==> src/rtl/memory_pkg.sv <==
// Shared widths and FSM state encoding for the Hack data-memory front end.
package memory_pkg;

   localparam int unsigned HACK_DATA_WIDTH    = 16;
   localparam int unsigned RAM32K_ADDR_WIDTH  = 15;
   localparam int unsigned SPRAM_READ_LATENCY = 2;

   typedef enum logic [1:0] {
      ST_CLEAR     = 2'd0,
      ST_IDLE      = 2'd1,
      ST_READ_WAIT = 2'd2
   } port_state_e;

endpackage

==> src/rtl/mem_clear_sequencer.sv <==
// Walks every RAM word address once after reset so the top can zero-fill the SPRAM.
module mem_clear_sequencer #(
   parameter int unsigned ADDR_WIDTH = 15
) (
   input  logic                  clock,
   input  logic                  reset,
   input  logic                  enable,
   output logic [ADDR_WIDTH-1:0] seq_address,
   output logic                  seq_load,
   output logic                  done
);

   // Extra top bit flags completion instead of wrapping back to address 0.
   logic [ADDR_WIDTH:0] count_q, count_d;

   always_comb begin
      count_d = count_q;
      if (enable && !count_q[ADDR_WIDTH]) begin
         count_d = count_q + 1'b1;
      end
   end

   always_ff @(posedge clock or posedge reset) begin
      if (reset) begin
         count_q <= '0;
      end else begin
         count_q <= count_d;
      end
   end

   assign seq_address = count_q[ADDR_WIDTH-1:0];
   assign done        = count_q[ADDR_WIDTH];
   assign seq_load    = enable && !count_q[ADDR_WIDTH];

endmodule

==> src/rtl/ram_request_port.sv <==
// Valid/ready request port in front of ram32k: hides the registered read latency and
// optionally zero-fills the RAM after reset.
module ram_request_port
   import memory_pkg::*;
#(
   parameter int unsigned ADDR_WIDTH     = RAM32K_ADDR_WIDTH,
   parameter int unsigned DATA_WIDTH     = HACK_DATA_WIDTH,
   parameter int unsigned READ_LATENCY   = SPRAM_READ_LATENCY,
   parameter int unsigned CLEAR_ON_RESET = 1
) (
   input  logic                  clock,
   input  logic                  reset,
   input  logic                  req_valid,
   output logic                  req_ready,
   input  logic                  req_write,
   input  logic [ADDR_WIDTH-1:0] req_address,
   input  logic [DATA_WIDTH-1:0] req_wdata,
   output logic                  rsp_valid,
   output logic [DATA_WIDTH-1:0] rsp_rdata,
   output logic                  init_done,
   output logic                  mem_load,
   output logic [ADDR_WIDTH-1:0] mem_address,
   output logic [DATA_WIDTH-1:0] mem_in,
   input  logic [DATA_WIDTH-1:0] mem_out
);

   localparam int unsigned WaitW = (READ_LATENCY < 1) ? 1 : $clog2(READ_LATENCY + 1);

   port_state_e           state_q, state_d;
   logic                  req_ready_q, req_ready_d;
   logic                  rsp_valid_q, rsp_valid_d;
   logic [DATA_WIDTH-1:0] rsp_rdata_q, rsp_rdata_d;
   logic                  init_done_q, init_done_d;
   logic                  mem_load_q, mem_load_d;
   logic [ADDR_WIDTH-1:0] mem_address_q, mem_address_d;
   logic [DATA_WIDTH-1:0] mem_in_q, mem_in_d;
   logic [WaitW-1:0]      wait_q, wait_d;

   logic                  seq_enable;
   logic [ADDR_WIDTH-1:0] seq_address;
   logic                  seq_load;
   logic                  seq_done;
   logic                  clear_finished;

   assign seq_enable     = (state_q == ST_CLEAR);
   assign clear_finished = (CLEAR_ON_RESET == 0) || seq_done;

   mem_clear_sequencer #(
      .ADDR_WIDTH (ADDR_WIDTH)
   ) u_clear_seq (
      .clock       (clock),
      .reset       (reset),
      .enable      (seq_enable),
      .seq_address (seq_address),
      .seq_load    (seq_load),
      .done        (seq_done)
   );

   always_comb begin
      state_d       = state_q;
      req_ready_d   = req_ready_q;
      rsp_valid_d   = 1'b0;
      rsp_rdata_d   = rsp_rdata_q;
      init_done_d   = init_done_q;
      mem_load_d    = 1'b0;
      mem_address_d = mem_address_q;
      mem_in_d      = mem_in_q;
      wait_d        = wait_q;

      case (state_q)
         ST_CLEAR: begin
            if (clear_finished) begin
               init_done_d = 1'b1;
               req_ready_d = 1'b1;
               state_d     = ST_IDLE;
            end else begin
               mem_load_d    = seq_load;
               mem_address_d = seq_address;
               mem_in_d      = '0;
            end
         end
         ST_IDLE: begin
            if (req_valid && req_ready_q) begin
               mem_address_d = req_address;
               if (req_write) begin
                  mem_load_d = 1'b1;
                  mem_in_d   = req_wdata;
               end else begin
                  req_ready_d = 1'b0;
                  wait_d      = '0;
                  state_d     = ST_READ_WAIT;
               end
            end
         end
         ST_READ_WAIT: begin
            // One edge for the RAM to sample the address, then READ_LATENCY more.
            if (wait_q == WaitW'(READ_LATENCY)) begin
               rsp_rdata_d = mem_out;
               rsp_valid_d = 1'b1;
               req_ready_d = 1'b1;
               state_d     = ST_IDLE;
            end else begin
               wait_d = wait_q + 1'b1;
            end
         end
         default: state_d = ST_CLEAR;
      endcase
   end

   always_ff @(posedge clock or posedge reset) begin
      if (reset) begin
         state_q       <= ST_CLEAR;
         req_ready_q   <= 1'b0;
         rsp_valid_q   <= 1'b0;
         rsp_rdata_q   <= '0;
         init_done_q   <= 1'b0;
         mem_load_q    <= 1'b0;
         mem_address_q <= '0;
         mem_in_q      <= '0;
         wait_q        <= '0;
      end else begin
         state_q       <= state_d;
         req_ready_q   <= req_ready_d;
         rsp_valid_q   <= rsp_valid_d;
         rsp_rdata_q   <= rsp_rdata_d;
         init_done_q   <= init_done_d;
         mem_load_q    <= mem_load_d;
         mem_address_q <= mem_address_d;
         mem_in_q      <= mem_in_d;
         wait_q        <= wait_d;
      end
   end

   assign req_ready   = req_ready_q;
   assign rsp_valid   = rsp_valid_q;
   assign rsp_rdata   = rsp_rdata_q;
   assign init_done   = init_done_q;
   assign mem_load    = mem_load_q;
   assign mem_address = mem_address_q;
   assign mem_in      = mem_in_q;

endmodule

==> config.mk <==
export PLATFORM = sky130hd
export DESIGN_NAME = ram_request_port
export DESIGN_NICKNAME = d
export VERILOG_FILES = /design/src/rtl/memory_pkg.sv /design/src/rtl/mem_clear_sequencer.sv /design/src/rtl/ram_request_port.sv
export SDC_FILE = /design/constraint.sdc
export NUM_CORES = 1
export LEC_CHECK = 0
export ABC_AREA = 1
export CAP_MARGIN = 20
export CORE_AREA = 2 2 94 96
export CTS_CLUSTER_DIAMETER = 120
export DETAILED_ROUTE_END_ITERATION = 6
export DIE_AREA = 0 0 96 98
export GPL_ROUTABILITY_DRIVEN = 0
export PLACE_DENSITY_LB_ADDON = 0.1
export SLEW_MARGIN = 40
export SYNTH_ARGS = -nofsm -noshare
export SYNTH_HDL_FRONTEND = slang
export SYNTH_HIERARCHICAL = 1
export SYNTH_SLANG_ARGS = --single-unit
==> constraint.sdc <==
create_clock -name clock -period 1.6 [get_ports clock]
set_input_delay 0.16 -clock clock [delete_from_list [all_inputs] [get_ports clock]]
set_output_delay 0.16 -clock clock [all_outputs]
set_load 0.05 [all_outputs]
==> results by group <==
Die
  • Core area: 0.008466 sq mm
  • Full die area: 0.009408 sq mm
  • Die height: between 90 and 100 um
  • Initial core utilization: 38.75%
  • Die Width: 96 um
  • Num rows: 34
  • Num ports: between 100 and 150

Setup path
  • Crit-path max FO: 9
  • Type of destination of the critical path: register
  • Crit path launch: state_q[0]
  • Crit path to: u_clear_seq/count_q[14]
  • Critical path arrival: around 1.7 ns
  • End of the worst register-to-register path: u_clear_seq/count_q[14]
  • WS Path Type: register to register
  • Setup crit start kind: register
  • Flop2flop setup slack: 0.14 ns
  • Register-to-Register Path Depth: 6
  • Worst reg2reg path startpoint: state_q[0]
  • Worst Path Required: 1.83 ns

Clocking
  • Root Buffer: clkbuf_8
  • Clk_lat worst skew: 0.35 ns
  • Setup bufs post-CTS: 0
  • Bufs on Longest Clock Path: 2
  • Num CTS Buffers: 9
  • Quantity of hold-fixing buffers added after cts: 0
  • TritonCTS clock tree: yes
  • Clk slew on worst S/H paths: 0.08 ns
  • CTS H-tree depth: 3
  • Sink Count: between 70 and 80

Timing
  • FMAX: about 700 MHz
  • Final setup fails: 0
  • RSZ-0062 raised after global routing: no
  • Final period utilization: 91.04%
  • Endpoints failing hold: 0
  • Final min period: 1.457 ns
  • Fin Setup TNS: 0 ns
  • Max Slew Vio Count: 0
  • Worst slew pin tran: 0.2999 ns
  • Relative slew slack: 80.01%
  • Clock Skew: 0.008963 ns

Layout
  • Share of layout cells above drive strength 1: 18.88%
  • Area Overhead vs Synth: 39.32%
  • Antenna diodes: 0
  • Fin util: 53.99%
  • NumNets Final: 567
  • Final Non-Filler Cells: 627

Power and ir drop
  • Power Internal: 5.059 mW
  • Leakage Power: 2.384 nW
  • Clk pwr share: 15.9%
  • Switching pwr: 5.100 mW
  • Combinational share of power: 54.7%
  • Sequential share of power: 29.4%
  • Sw Share: 50.20%
  • Cell Pwr Density: about 2200 mW/mm^2
  • Worst IR Drop VDD: 0.6526 mV
  • Total Power: about 10 mW

Logic synthesis
  • Synth Cell Area: 0.003281 sq mm
  • Share of async-settable or async-resettable flops after synthesis: 100.0%
  • Synth Warn #: 6
  • Syn Inst Count: between 400 and 500
  • Sequential cell area fraction in the yosys report: 54.16%
  • Mapped Nets: 458
  • Avg Synthesized Cell Area: 8.100 sq um
  • Post-synth top area cell: dfrtp_1
  • Post-synth top area share: 54.16%
  • EDFF count, synth: 0
  • Seq cells post-synth: 71
  • Netlist cell types: 25
  • Top cells by count, synth: 187 x nand2_1, 71 x dfrtp_1, 39 x inv_1, 27 x nand3_1, 17 x o21ai_1
  • Top cells by area, synth: dfrtp_1 54%, nand2_1 21%, inv_1 4.5%, nand3_1 4.1%, o21ai_1 2.6%
  • Top-count cell post-synth: nand2_1
  • Main synth FF type: dfrtp_1

GRT
  • Number of global-route vias before repair: approximately 2700
  • Largest net degree at the start of global routing: 56
  • Total congestion overflow: 0
  • First-pass GRT wire length: 12.65 mm
  • GRT Total Usage: 17.26%
  • Initial antenna violation count: 0

Drt
  • Met1 wire length: about 3.6 mm
  • Iter 0 DRT Violations: 140
  • Via density: 4.552
  • WL/cell: approximately 12 um
  • Pre-antenna DRT Iters: 4
  • Top sig layer: met4
  • Final ANT Viol Nets: 0
  • Vias after detailed routing: approximately 2900
  • Metal2 WL: 3.516 mm
  • Met3 wire length: 546 um
  • Routed Wire Length: 7.817 mm
  • DR DRC count: 0

Status
  • Status: completed

Place
  • Placed Instances: between 600 and 700
  • Buffers on Ports: 101
  • Hpwl dp: 5.844 mm

Flow run
  • Max-Cap Viols: 0

Hold path
  • Min-delay worst type: primary input to async pin
[worst max-delay path, cell delays in order, from the launching register on]
cell and delay [ns]:
dfrtp_1 0.48, nor2_2 0.20, nand2_2 0.18, nor2_1 0.26, nand3_1 0.12, nand2_1 0.07
nand2_1 0.05
[final cells by class]
| cell class | count | area [sq um] |
|---|---|---|
| clock buffers | 9 | 123.9 |
| clock inverters | 7 | 103.9 |
| fillers | 808 | 3895 |
| inverters | 42 | 157.7 |
| multi-input cells | 281 | 1292 |
| flip-flops and latches | 71 | 1777 |
| well taps | 108 | 135.1 |
| repair buffers | 109 | 980.9 |
[per-layer routing]
layer	global-route usage (%)	vias up
met5	0	-
met4	7.473	0
met3	3.472	9
met2	25.91	82
met1	24.09	1292
li1	-	1471
[logic make-up after synthesis]
| group | after synthesis | synth area share (%) |
|---|---|---|
| flops | 71 | 54.16 |
| xor+xnor | 7 | 1.869 |
| buf+inv | 53 | 6.903 |
| fa+ha+maj | 2 | 0.7627 |
| simple gates | 249 | 32.42 |
| compound gates | 23 | 3.890 |
[worst min-delay path by stage]
stage | startpoint | depth (start not counted) | endpoint
after floorplan | reset | 1 | u_clear_seq/count_q[0]
after global placement | mem_in[10] | 2 | mem_in[10]
after detailed placement | init_done | 1 | init_done
after CTS | reset | 3 | u_clear_seq/count_q[1]
after global routing | reset | 3 | u_clear_seq/count_q[1]
final | reset | 3 | u_clear_seq/count_q[1]
[timing repair]
action                                  CTS  global route
hold endpoints to repair                  0             0
endpoints found under the setup margin    0             2
resized for setup                         0             2
[cells in the final DEF, fill, tap and decap left out, types with 2 or more instances in the layout]
cell and instances:
buf_12 3, nor3_2 3, nor2_2 3, o21ai_0 3, nand3b_1 3, nand4_1 5, inv_1 38, nand2_1 187
inv_2 4, buf_4 56, xnor2_1 3, xor2_1 4, dfrtp_1 71, nor2_4 3, nor2_1 9, ha_1 2
o21ai_1 17, inv_6 2, clkinv_4 3, nand2_2 6, bufinv_16 2, nand3_1 27, clkbuf_8 9, clkdlybuf4s50_1 50
[state kept, by name (all words and copies together), names as in the netlist]
signal,cells
state_q,2
wait_q,2
rsp_rdata,16
mem_load,1
mem_in,16
rsp_valid,1
u_clear_seq/count_q,16
mem_address,15
init_done,1
req_ready,1
[power by group through the flow]
stage	combinational [mW]	clock [mW]	sequential [mW]
finish	5.56	1.61	2.99
detailed placement	5.58	0	3.03
global placement	5.54	0	3.01
floorplan	1.83	0	5.04
CTS	5.59	1.65	2.99
global route	6.00	1.75	3.08
[through the flow]
stage | hold slack [ns] | area, sq um | setup slack [ns]
after global placement | 0.4576 | 4335 | 0.1310
after detailed placement | 0.4576 | 4335 | 0.08740
final | 0.1770 | 4571 | 0.1434
after floorplan | 0.07374 | 3281 | 0.07208
after CTS | 0.1761 | 4563 | 0.1079
after global routing | 0.2017 | 4571 | 0.006357
Power figures use the tool's default switching activity.
